`src/rtl/div_restoring_16_pkg.sv`:
```
// Shared constants and state encoding for the 16-bit restoring divider.
package div_restoring_16_pkg;

  typedef enum logic [1:0] {
    StIdle = 2'd0,
    StRun  = 2'd1,
    StDone = 2'd2
  } div_state_e;

  localparam int unsigned Iter        = 16;
  localparam logic [15:0] DbzQuotient = 16'hFFFF;

endpackage

```
`src/rtl/div_restoring_16_if.sv`:
```
// Request/result bundle between a requester (master) and the divider (slave).
interface div_restoring_16_if;

  logic        start;
  logic [15:0] dividend;
  logic [15:0] divisor;
  logic        busy;
  logic        done;
  logic [15:0] quotient;
  logic [15:0] remainder;
  logic        div_by_zero;

  modport master (
    output start, dividend, divisor,
    input  busy, done, quotient, remainder, div_by_zero
  );

  modport slave (
    input  start, dividend, divisor,
    output busy, done, quotient, remainder, div_by_zero
  );

endinterface

```
`src/rtl/div_restoring_16_addsub.sv`:
```
// 16-bit adder/subtractor: S = X + Y (Sub=0) or X - Y (Sub=1); Cout=1 means no borrow when
// subtracting.
module ADDSUB_16 (
  input  logic [15:0] X,
  input  logic [15:0] Y,
  input  logic        Sub,
  output logic [15:0] S,
  output logic        Cout
);

  logic [15:0] y_eff;

  always_comb begin
    y_eff     = Y ^ {16{Sub}};
    {Cout, S} = {1'b0, X} + {1'b0, y_eff} + {16'b0, Sub};
  end

endmodule

```
`src/rtl/div_restoring_16.sv`:
```
// Sequential unsigned 16/16 restoring divider, one trial subtraction per cycle.
module div_restoring_16
  import div_restoring_16_pkg::*;
(
  input  logic                clk,
  input  logic                rst,
  div_restoring_16_if.slave   bus
);

  div_state_e  state_q, state_d;
  logic [15:0] r_q, r_d;
  logic [15:0] q_q, q_d;
  logic [15:0] d_q, d_d;
  logic [4:0]  cnt_q, cnt_d;
  logic [15:0] quotient_q, quotient_d;
  logic [15:0] remainder_q, remainder_d;
  logic        dbz_q, dbz_d;

  logic [16:0] t;
  logic [15:0] diff;
  logic        no_borrow;
  logic        ge;
  logic [15:0] r_next;
  logic [15:0] q_next;

  assign t = {r_q, q_q[15]};

  ADDSUB_16 u_addsub (
    .X    (t[15:0]),
    .Y    (d_q),
    .Sub  (1'b1),
    .S    (diff),
    .Cout (no_borrow)
  );

  // t[16] set means t >= 2^16 > d, so the subtraction fits even when the 16-bit trial borrows.
  assign ge     = t[16] | no_borrow;
  assign r_next = ge ? diff : t[15:0];
  assign q_next = {q_q[14:0], ge};

  always_comb begin
    state_d     = state_q;
    r_d         = r_q;
    q_d         = q_q;
    d_d         = d_q;
    cnt_d       = cnt_q;
    quotient_d  = quotient_q;
    remainder_d = remainder_q;
    dbz_d       = dbz_q;

    unique case (state_q)
      StIdle: begin
        if (bus.start) begin
          if (bus.divisor == 16'd0) begin
            quotient_d  = DbzQuotient;
            remainder_d = bus.dividend;
            dbz_d       = 1'b1;
            state_d     = StDone;
          end else begin
            r_d     = 16'd0;
            q_d     = bus.dividend;
            d_d     = bus.divisor;
            cnt_d   = 5'd0;
            state_d = StRun;
          end
        end
      end
      StRun: begin
        r_d   = r_next;
        q_d   = q_next;
        cnt_d = cnt_q + 5'd1;
        if (cnt_q == 5'(Iter - 1)) begin
          quotient_d  = q_next;
          remainder_d = r_next;
          dbz_d       = 1'b0;
          state_d     = StDone;
        end
      end
      StDone: begin
        state_d = StIdle;
      end
      default: begin
        state_d = StIdle;
      end
    endcase
  end

  always_ff @(posedge clk) begin
    if (rst) begin
      state_q     <= StIdle;
      r_q         <= 16'd0;
      q_q         <= 16'd0;
      d_q         <= 16'd0;
      cnt_q       <= 5'd0;
      quotient_q  <= 16'd0;
      remainder_q <= 16'd0;
      dbz_q       <= 1'b0;
    end else begin
      state_q     <= state_d;
      r_q         <= r_d;
      q_q         <= q_d;
      d_q         <= d_d;
      cnt_q       <= cnt_d;
      quotient_q  <= quotient_d;
      remainder_q <= remainder_d;
      dbz_q       <= dbz_d;
    end
  end

  assign bus.busy        = (state_q != StIdle);
  assign bus.done        = (state_q == StDone);
  assign bus.quotient    = quotient_q;
  assign bus.remainder   = remainder_q;
  assign bus.div_by_zero = dbz_q;

endmodule

```
`src/flat_wrapper.sv`:
```
// flat-port wrapper written by rule: the top's interface ports become plain ports
module div_restoring_16_flat import div_restoring_16_pkg::*;
  (clk, rst, bus_start, bus_dividend, bus_divisor, bus_busy, bus_done, bus_quotient, bus_remainder, bus_div_by_zero);
  div_restoring_16_if bus_i ();
  input  logic clk;
  input  logic rst;
  input wire logic [$bits(bus_i.start)-1:0] bus_start;
  input wire logic [$bits(bus_i.dividend)-1:0] bus_dividend;
  input wire logic [$bits(bus_i.divisor)-1:0] bus_divisor;
  output wire logic [$bits(bus_i.busy)-1:0] bus_busy;
  output wire logic [$bits(bus_i.done)-1:0] bus_done;
  output wire logic [$bits(bus_i.quotient)-1:0] bus_quotient;
  output wire logic [$bits(bus_i.remainder)-1:0] bus_remainder;
  output wire logic [$bits(bus_i.div_by_zero)-1:0] bus_div_by_zero;
  assign bus_i.start = bus_start;
  assign bus_i.dividend = bus_dividend;
  assign bus_i.divisor = bus_divisor;
  assign bus_busy = bus_i.busy;
  assign bus_done = bus_i.done;
  assign bus_quotient = bus_i.quotient;
  assign bus_remainder = bus_i.remainder;
  assign bus_div_by_zero = bus_i.div_by_zero;
  div_restoring_16 u_core (.clk(clk), .rst(rst), .bus(bus_i));
endmodule
```
`config.mk`:
```
export PLATFORM = sky130hd
export DESIGN_NAME = div_restoring_16_flat
export DESIGN_NICKNAME = d
export VERILOG_FILES = /design/src/rtl/div_restoring_16_pkg.sv /design/src/rtl/div_restoring_16_if.sv /design/src/rtl/div_restoring_16_addsub.sv /design/src/rtl/div_restoring_16.sv /design/src/flat_wrapper.sv
export SDC_FILE = /design/constraint.sdc
export NUM_CORES = 1
export LEC_CHECK = 0
export CORE_AREA = 5 5 120 122
export DETAILED_ROUTE_END_ITERATION = 10
export DIE_AREA = 0 0 125 127
export SYNTH_ARGS = -nofsm -noshare
export SYNTH_HDL_FRONTEND = slang
export SYNTH_SLANG_ARGS = --single-unit
```
`constraint.sdc`:
```
create_clock -name clk -period 4.9 [get_ports clk]
set_clock_uncertainty 0.1 [all_clocks]
set_input_delay 0.49 -clock clk [delete_from_list [all_inputs] [get_ports clk]]
set_output_delay 0.49 -clock clk [all_outputs]
set_load 0.01 [all_outputs]
```
==> results.py, run 1 <==
metrics = {
    "status": {
        "status": "complete, no violations",
    },
    "placed_design": {
        "dpl.hpwl_mm": 9.49,
        "numPortBuffers": 69,
        "routabilityCongestion": 0.912,
        "dp.cells": 789,
        "place_area_mm2": 0.00531,
    },
    "cells_and_area": {
        "register_area_mm2": 0.00176,
        "drive_above_1_share_pct": 6.05,
        "diodes": 0,
        "finalNonFillerCells": 804,
        "fillers": 1318,
        "final_nets": 678,
        "areaGrowthSynthToFinish_pct": 25.0,
        "multi_input_area_mm2": 0.00251,
        "final_area_mm2": 0.00562,
    },
    "critical_path": {
        "cp-end-kind": "flip-flop",
        "cp_slowest_cell": "fa_1",
        "rrSetupSlack_ps": 1920,
        "cp_cell_sequence": "inv_1 > ha_1 > fa_1 > nand2b_1 > a21o_1 > a211oi_4 > a21o_4 > nor2_1 > a32oi_1 > a31oi_1",
        "worst_path_largest_cell_delay_ps": 410,
        "reg2reg_depth": 10,
        "r2r-start": "u_core.q_q[15]$_SDFFE_PP0P_",
        "r2r-end": "u_core.bus.remainder[12]$_SDFFE_PP0P_",
        "critPathTopFamily": "compound AO/OA/AOI/OAI gates",
        "startpoint_type": "flip-flop",
        "arrival_ps": 3070,
        "cp_max_fo": 12,
        "crit_required_ps": 4990,
        "crit_buf_inv": 1,
        "path_class": "reg2reg",
    },
    "routing": {
        "routed_wl_mm": 12.8,
        "avgRoutedWirePerCell_um": 15.9,
        "vias": 4243,
        "via_per_inst": 5.28,
        "drc": 0,
        "firstDrtPassIters": 4,
        "initialDrtViolationCount": 394,
        "ant_nets": 0,
    },
    "clocking": {
        "cts_resized": 0,
        "numCtsBuffers": 9,
        "clk_pin_slew_ps": 60,
        "cts_root_buffer": "clkbuf_16",
        "cts_max_path_buffers": 2,
        "cts_setup_buffers": 0,
        "cts_hold_buf": 0,
        "cts.sinks": 88,
        "cts_tree": "built",
        "clock_latency_ps": 340,
        "htree_levels": 3,
    },
    "global_routing": {
        "grt_pass1_vias": 4115,
        "grt_max_degree": 45,
        "antenna_found_initial": 0,
        "grt_overflow": 0,
        "grt_pass1_wl_mm": 20.6,
        "grtUsageTotal_pct": 16.0,
    },
    "hold_path": {
        "hold_class": "reg2reg",
        "hold_start": "u_core.bus.remainder[2]$_SDFFE_PP0P_",
        "hold_depth": 2,
        "min_to": "u_core.bus.remainder[2]$_SDFFE_PP0P_",
    },
    "synth": {
        "seq_area_frac_synth_pct": 39.2,
        "synth_nets": 626,
        "synthSimpleGateAreaFrac_pct": 22.1,
        "synth_seq_cells": 88,
        "syn-instance-count": 572,
        "synth_edf_count": 0,
        "synth_warnings": 0,
        "ys_types": 59,
        "ys_async_sr_fraction_pct": 0,
        "synth_mux_area_share_pct": 1.81,
        "synth_compound_area_share_pct": 23.6,
        "synthFlopType": "dfxtp_1",
        "synth_top_family_by_area": "compound AO/OA/AOI/OAI gates",
        "syn_area_per_cell_um2": 7.86,
        "synthAdderAreaFrac_pct": 5.45,
        "synth_xor_area_share_pct": 2.73,
        "syn_area_mm2": 0.00450,
    },
    "die": {
        "initial_core_util_pct": 34.4,
        "die_area_mm2": 0.0159,
        "io_pins": 70,
        "rows": 42,
        "die-width_um": 125,
        "coreArea_mm2": 0.0131,
        "fp.dieH_um": 127,
    },
    "sta": {
        "rsz0062_at_grt": "no",
        "tightestPinTransition_ps": 1080,
        "drv_slew": 0,
        "finalSetupViolations": 0,
        "fin_setup_tns_ps": 0,
        "hold_viol": 0,
        "period_minus_slack_ps": 2980,
        "fmax_mhz": 335,
        "min_period_over_period_pct": 60.8,
        "slew_headroom_pct": 28.1,
    },
    "power_and_ir_drop": {
        "power.density_mw_per_mm2": 488,
        "finalPower_uw": 2750,
        "ir_drop_uv": 194,
        "p_leak_uw": 0.00205,
    },
    "flow_run": {
        "cap_violations": 0,
    },
}
-- worst max-delay path by stage --
stage | startpoint | to | slack, ps | cells past startpoint
after floorplan | u_core.q_q[15]$_SDFFE_PP0P_ | u_core.bus.remainder[3]$_SDFFE_PP0P_ | 2430 | 11
after global placement | bus_divisor[10] | u_core.bus.remainder[14]$_SDFFE_PP0P_ | 1690 | 9
after detailed placement | bus_divisor[10] | u_core.bus.remainder[14]$_SDFFE_PP0P_ | 1660 | 9
after CTS | u_core.q_q[15]$_SDFFE_PP0P_ | u_core.bus.remainder[12]$_SDFFE_PP0P_ | 1960 | 10
after global routing | u_core.q_q[15]$_SDFFE_PP0P_ | u_core.bus.remainder[12]$_SDFFE_PP0P_ | 1790 | 10
final | u_core.q_q[15]$_SDFFE_PP0P_ | u_core.bus.remainder[12]$_SDFFE_PP0P_ | 1920 | 10
-- placed cells by master (no fill, tap or decap), drive strengths merged, types with 3 or more instances in the layout --
master	instances
nand2	99
dfxtp	88
clkdlybuf4s50	68
nor2	63
a21oi	53
nor3	35
o21ai	32
inv	24
ha	18
a311oi	14
a21o	12
clkbuf	12
xnor2	9
o211ai	7
mux2i	7
buf	7
nor4	6
nand2b	6
a211oi	6
nand3	5
xor2	5
nand4	3
o21a	3
a22oi	3
a22o	3
a31oi	3
nor2b	3
o221ai	3
-- power by group --
part / total, uW / internal [uW] / switching (uW)
Sequential: 832 / 776 / 55.4
Clock: 724 / 438 / 286
Combinational: 1190 / 464 / 727
Total: 2750 / 1680 / 1070
-- kinds of logic (layout without fill, tap and decap cells) --
logic type | count (synthesis) | after routing
flops | 88 | 88
compound gates | 157 | 157
fa+ha+maj | 19 | 19
xor+xnor | 14 | 14
simple gates | 229 | 229
mux | 8 | 8
buf+inv | 57 | 113
-- Yosys cell counts, types with 3 or more instances --
| master | count | area, um^2 |
|---|---|---|
| a211oi_1 | 4 | 30.0 |
| a21o_1 | 11 | 82.6 |
| a21oi_1 | 49 | 245 |
| a21oi_2 | 4 | 35.0 |
| a22o_1 | 3 | 26.3 |
| a22oi_1 | 3 | 22.5 |
| a311oi_1 | 14 | 123 |
| a31oi_1 | 3 | 18.8 |
| buf_2 | 6 | 30.0 |
| clkbuf_1 | 26 | 97.6 |
| dfxtp_1 | 88 | 1760 |
| ha_1 | 18 | 225 |
| inv_1 | 23 | 86.3 |
| mux2i_1 | 7 | 70.1 |
| nand2_1 | 99 | 372 |
| nand2b_1 | 6 | 37.5 |
| nand3_1 | 5 | 25.0 |
| nand4_1 | 3 | 18.8 |
| nor2_1 | 63 | 236 |
| nor2b_1 | 3 | 18.8 |
| nor3_1 | 35 | 175 |
| nor4_1 | 6 | 37.5 |
| o211ai_1 | 7 | 52.6 |
| o21a_1 | 3 | 22.5 |
| o21ai_0 | 19 | 95.1 |
| o21ai_1 | 13 | 65.1 |
| xnor2_1 | 9 | 78.8 |
| xor2_1 | 5 | 43.8 |
-- area by class of cell --
cell class	instances	share of cell area, %
inverter	23	1.54
tap	176	3.92
sequential	88	31.3
timing repair buffer	75	13.0
multi-input combinational	427	44.6
clock inverter	3	0.868
clock buffer	12	4.74
-- sequential cells by signal, indices dropped and copies added, names as in the netlist --
signal                  cells
u_core.r_q                 16
u_core.state_q              2
u_core.d_q                 16
u_core.bus.div_by_zero      1
u_core.bus.remainder       16
u_core.cnt_q                5
u_core.q_q                 16
u_core.bus.quotient        16
-- metal layers --
| metal | share of wire [%] | vias up | track usage, % |
|---|---|---|---|
| met1 | 46 | 1995 | 21.1 |
| met5 | 0 | - | 0 |
| met2 | 47 | 99 | 25.9 |
| met3 | 5.1 | 16 | 2.59 |
| li1 | - | 2133 | - |
| met4 | 1.8 | 0 | 7.02 |
-- tightest hold or removal path: cells and delay by family, from the launching register on --
kind | cells | cell delay, ps
simple gates | 1 | 50
flops | 1 | 310
compound gates | 1 | 50
-- metrics by stage --
| stage | hold WS, ps | worst slack, ps | utilization [%] |
|---|---|---|---|
| after floorplan | 336 | 2430 | - |
| after global placement | 348 | 1690 | 40.6 |
| after detailed placement | 352 | 1660 | 40.6 |
| after CTS | 360 | 1960 | 43.0 |
| after global routing | 379 | 1790 | 43.0 |
| final | 359 | 1920 | 43.0 |
No activity file was read; power rests on OpenSTA's default activity.
==> run 2, diff against run 1 <==
==> constraint.sdc (replaced) <==
create_clock -name clk -period 3.1 [get_ports clk]
set_clock_uncertainty 0.1 [all_clocks]
set_input_delay 0.31 -clock clk [delete_from_list [all_inputs] [get_ports clk]]
set_output_delay 0.31 -clock clk [all_outputs]
set_load 0.01 [all_outputs]
==> run 2 against run 1 <==
Compared with the run above:
- setup slack got worse by 1600 ps
- first-iteration DRC count decreased by 5.8%
- critical endpoint is now u_core.bus.remainder[0]$_SDFFE_PP0P_
- critical path type unchanged
- combinational power increased by 65%
==> results.py, run 2 (synthesis results as in run 1) <==
metrics = {
    "status": {
        "status": "complete, no violations",
    },
    "power_and_ir_drop": {
        "pwr-share-seq_pct": 29.1,
        "p_int_uw": 2790,
        "switchingPower_uw": 1750,
        "ir_drop_uv": 330,
        "p_leak_uw": 0.00210,
        "pwr-share-comb_pct": 43.1,
        "power.density_mw_per_mm2": 796,
        "clkPwrFrac_pct": 27.8,
        "power_switching_share_pct": 38.5,
    },
    "die": {
        "coreArea_mm2": 0.0131,
        "initial_core_util_pct": 34.4,
        "die-width_um": 125,
        "die_area_mm2": 0.0159,
        "io_pins": 70,
        "rows": 42,
        "fp.dieH_um": 127,
    },
    "placed_design": {
        "dpl.hpwl_mm": 9.72,
        "place_ws_ps": 51.6,
        "routabilityCongestion": 0.829,
        "numPortBuffers": 69,
    },
    "sta": {
        "period_minus_slack_ps": 2830,
        "fin_ws_ps": 274,
        "finalSetupViolations": 0,
        "min_period_over_period_pct": 91.2,
        "fin_setup_tns_ps": 0,
        "hold_ws_ps": 308,
        "drv_slew": 0,
        "rsz0062_at_grt": "no",
        "hold_viol": 0,
        "tightestPinTransition_ps": 757,
        "fmax_mhz": 354,
        "slew_headroom_pct": 49.5,
    },
    "routing": {
        "drc": 0,
        "vias": 4350,
        "ant_nets": 0,
        "routed_wl_mm": 13.1,
        "initialDrtViolationCount": 371,
        "avgRoutedWirePerCell_um": 16.2,
        "via_per_inst": 5.36,
        "firstDrtPassIters": 7,
    },
    "clocking": {
        "cts_setup_buffers": 0,
        "clock_latency_ps": 350,
        "cts_tree": "built",
        "cts_max_path_buffers": 2,
        "cts.sinks": 88,
        "numCtsBuffers": 9,
        "htree_levels": 3,
        "cts_hold_buf": 0,
        "clk_pin_slew_ps": 70,
        "cts_root_buffer": "clkbuf_16",
        "cts_resized": 0,
    },
    "global_routing": {
        "grt_overflow": 0,
        "antenna_found_initial": 0,
        "grt_pass1_vias": 4139,
        "grt_max_degree": 53,
        "grt_pass1_wl_mm": 21.0,
        "grtUsageTotal_pct": 16.4,
    },
    "hold_path": {
        "hold_class": "in2reg",
    },
    "critical_path": {
        "arrival_ps": 3010,
        "cp_slowest_cell": "fa_1",
        "crit_required_ps": 3280,
        "cp_cell_sequence": "inv_1 > ha_1 > fa_1 > nand2b_1 > a21o_1 > a211oi_4 > a21o_4 > buf_4 > mux2i_1 > nand2_1 > a21oi_1",
        "startpoint_type": "flip-flop",
        "path_class": "reg2reg",
        "cp_max_fo": 7,
        "cp-end-kind": "flip-flop",
        "worst_path_largest_cell_delay_ps": 410,
    },
    "flow_run": {
        "cap_violations": 0,
    },
    "cells_and_area": {
        "diodes": 0,
        "layout_commonest_cell": "nand2_1",
        "fillers": 1310,
        "drive_above_1_share_pct": 7.09,
        "areaGrowthSynthToFinish_pct": 26.9,
        "final_nets": 685,
        "layout_common_cells": "99 x nand2_1, 88 x dfxtp_1, 68 x clkdlybuf4s50_1",
    },
}
==> run 2: changes by cell type in the layout (fill, tap and decap cells not counted) <==
cell        delta
bufinv_16      +2
inv_6          +2
clkbuf_8       -3
clkinv_4       +1
inv_8          -1
clkinvlp_4     -1
a21oi_2        -1
buf_4          +7
a21oi_4        +1
==> run 2: per-layer routing <==
metal  GRT usage [%]  vias to the layer above  wire length (um)
li1                -                     2140                 -
met2            26.7                      122              6130
met1            21.1                     2067              5930
met5               0                        -                 0
met4            7.14                        0               322
met3            3.76                       21               742
==> run 2: path summary, 6_finish.rpt <==
path                                                   from                                    to  slack (ps)  cells past startpoint
worst max-delay path            u_core.q_q[15]$_SDFFE_PP0P_  u_core.bus.remainder[0]$_SDFFE_PP0P_         270                     11
worst min-delay path                                    rst            u_core.d_q[9]$_SDFFE_PP0P_         310                      2
worst max register to register  u_core.q_q[15]$_SDFFE_PP0P_  u_core.bus.remainder[0]$_SDFFE_PP0P_         270                     11
worst min register to register  u_core.d_q[13]$_SDFFE_PP0P_           u_core.d_q[13]$_SDFFE_PP0P_         350                      2
==> run 2: worst max-delay path, delay by kind of cell, from the launching register on <==
family / cells / cell delay (ps)
flops: 1 / 310
buf+inv: 2 / 240
mux: 1 / 270
simple gates: 2 / 270
compound gates: 4 / 950
fa+ha+maj: 2 / 610
==> run 2: layout make-up <==
cell class	count	area (um^2)	share of cell area [%]
multi-input combinational	427	2520	44.1
sequential	88	1760	30.9
timing repair buffer	82	783	13.7
clock buffer	9	225	3.94
tap	176	220	3.86
clock inverter	6	116	2.04
inverter	23	86.3	1.51
==> run 2: power by group through the flow <==
stage	Sequential [uW]	Combinational (uW)	Clock (uW)
4_1_cts	1320	1930	1280
5_1_grt	1330	2160	1330
3_3_place_gp	1340	1900	0
6_report	1320	1960	1260
3_5_place_dp	1340	1910	0
2_1_floorplan	1310	1510	0
==> run 2: through the flow <==
stage / total power, uW / area [um^2] / instances / utilization (%)
2_1_floorplan: 2810 / 4500 / 572 / -
4_1_cts: 4530 / 5700 / 811 / 43.6
3_5_place_dp: 3250 / 5360 / 796 / 41.0
5_1_grt: 4820 / 5710 / 811 / 43.6
3_3_place_gp: 3240 / 5360 / 796 / 41.0
6_report: 4540 / 5710 / 811 / 43.6
==> run 3, diff against run 2 <==
--- a/config.mk
+++ b/config.mk
@@ -8,6 +8,7 @@
 export CORE_AREA = 5 5 120 122
 export DETAILED_ROUTE_END_ITERATION = 10
 export DIE_AREA = 0 0 125 127
+export SLEW_MARGIN = 20
 export SYNTH_ARGS = -nofsm -noshare
 export SYNTH_HDL_FRONTEND = slang
 export SYNTH_SLANG_ARGS = --single-unit
==> results of run 3 <==
No change in the layout: final DEF, timing and power equal those of run 2.
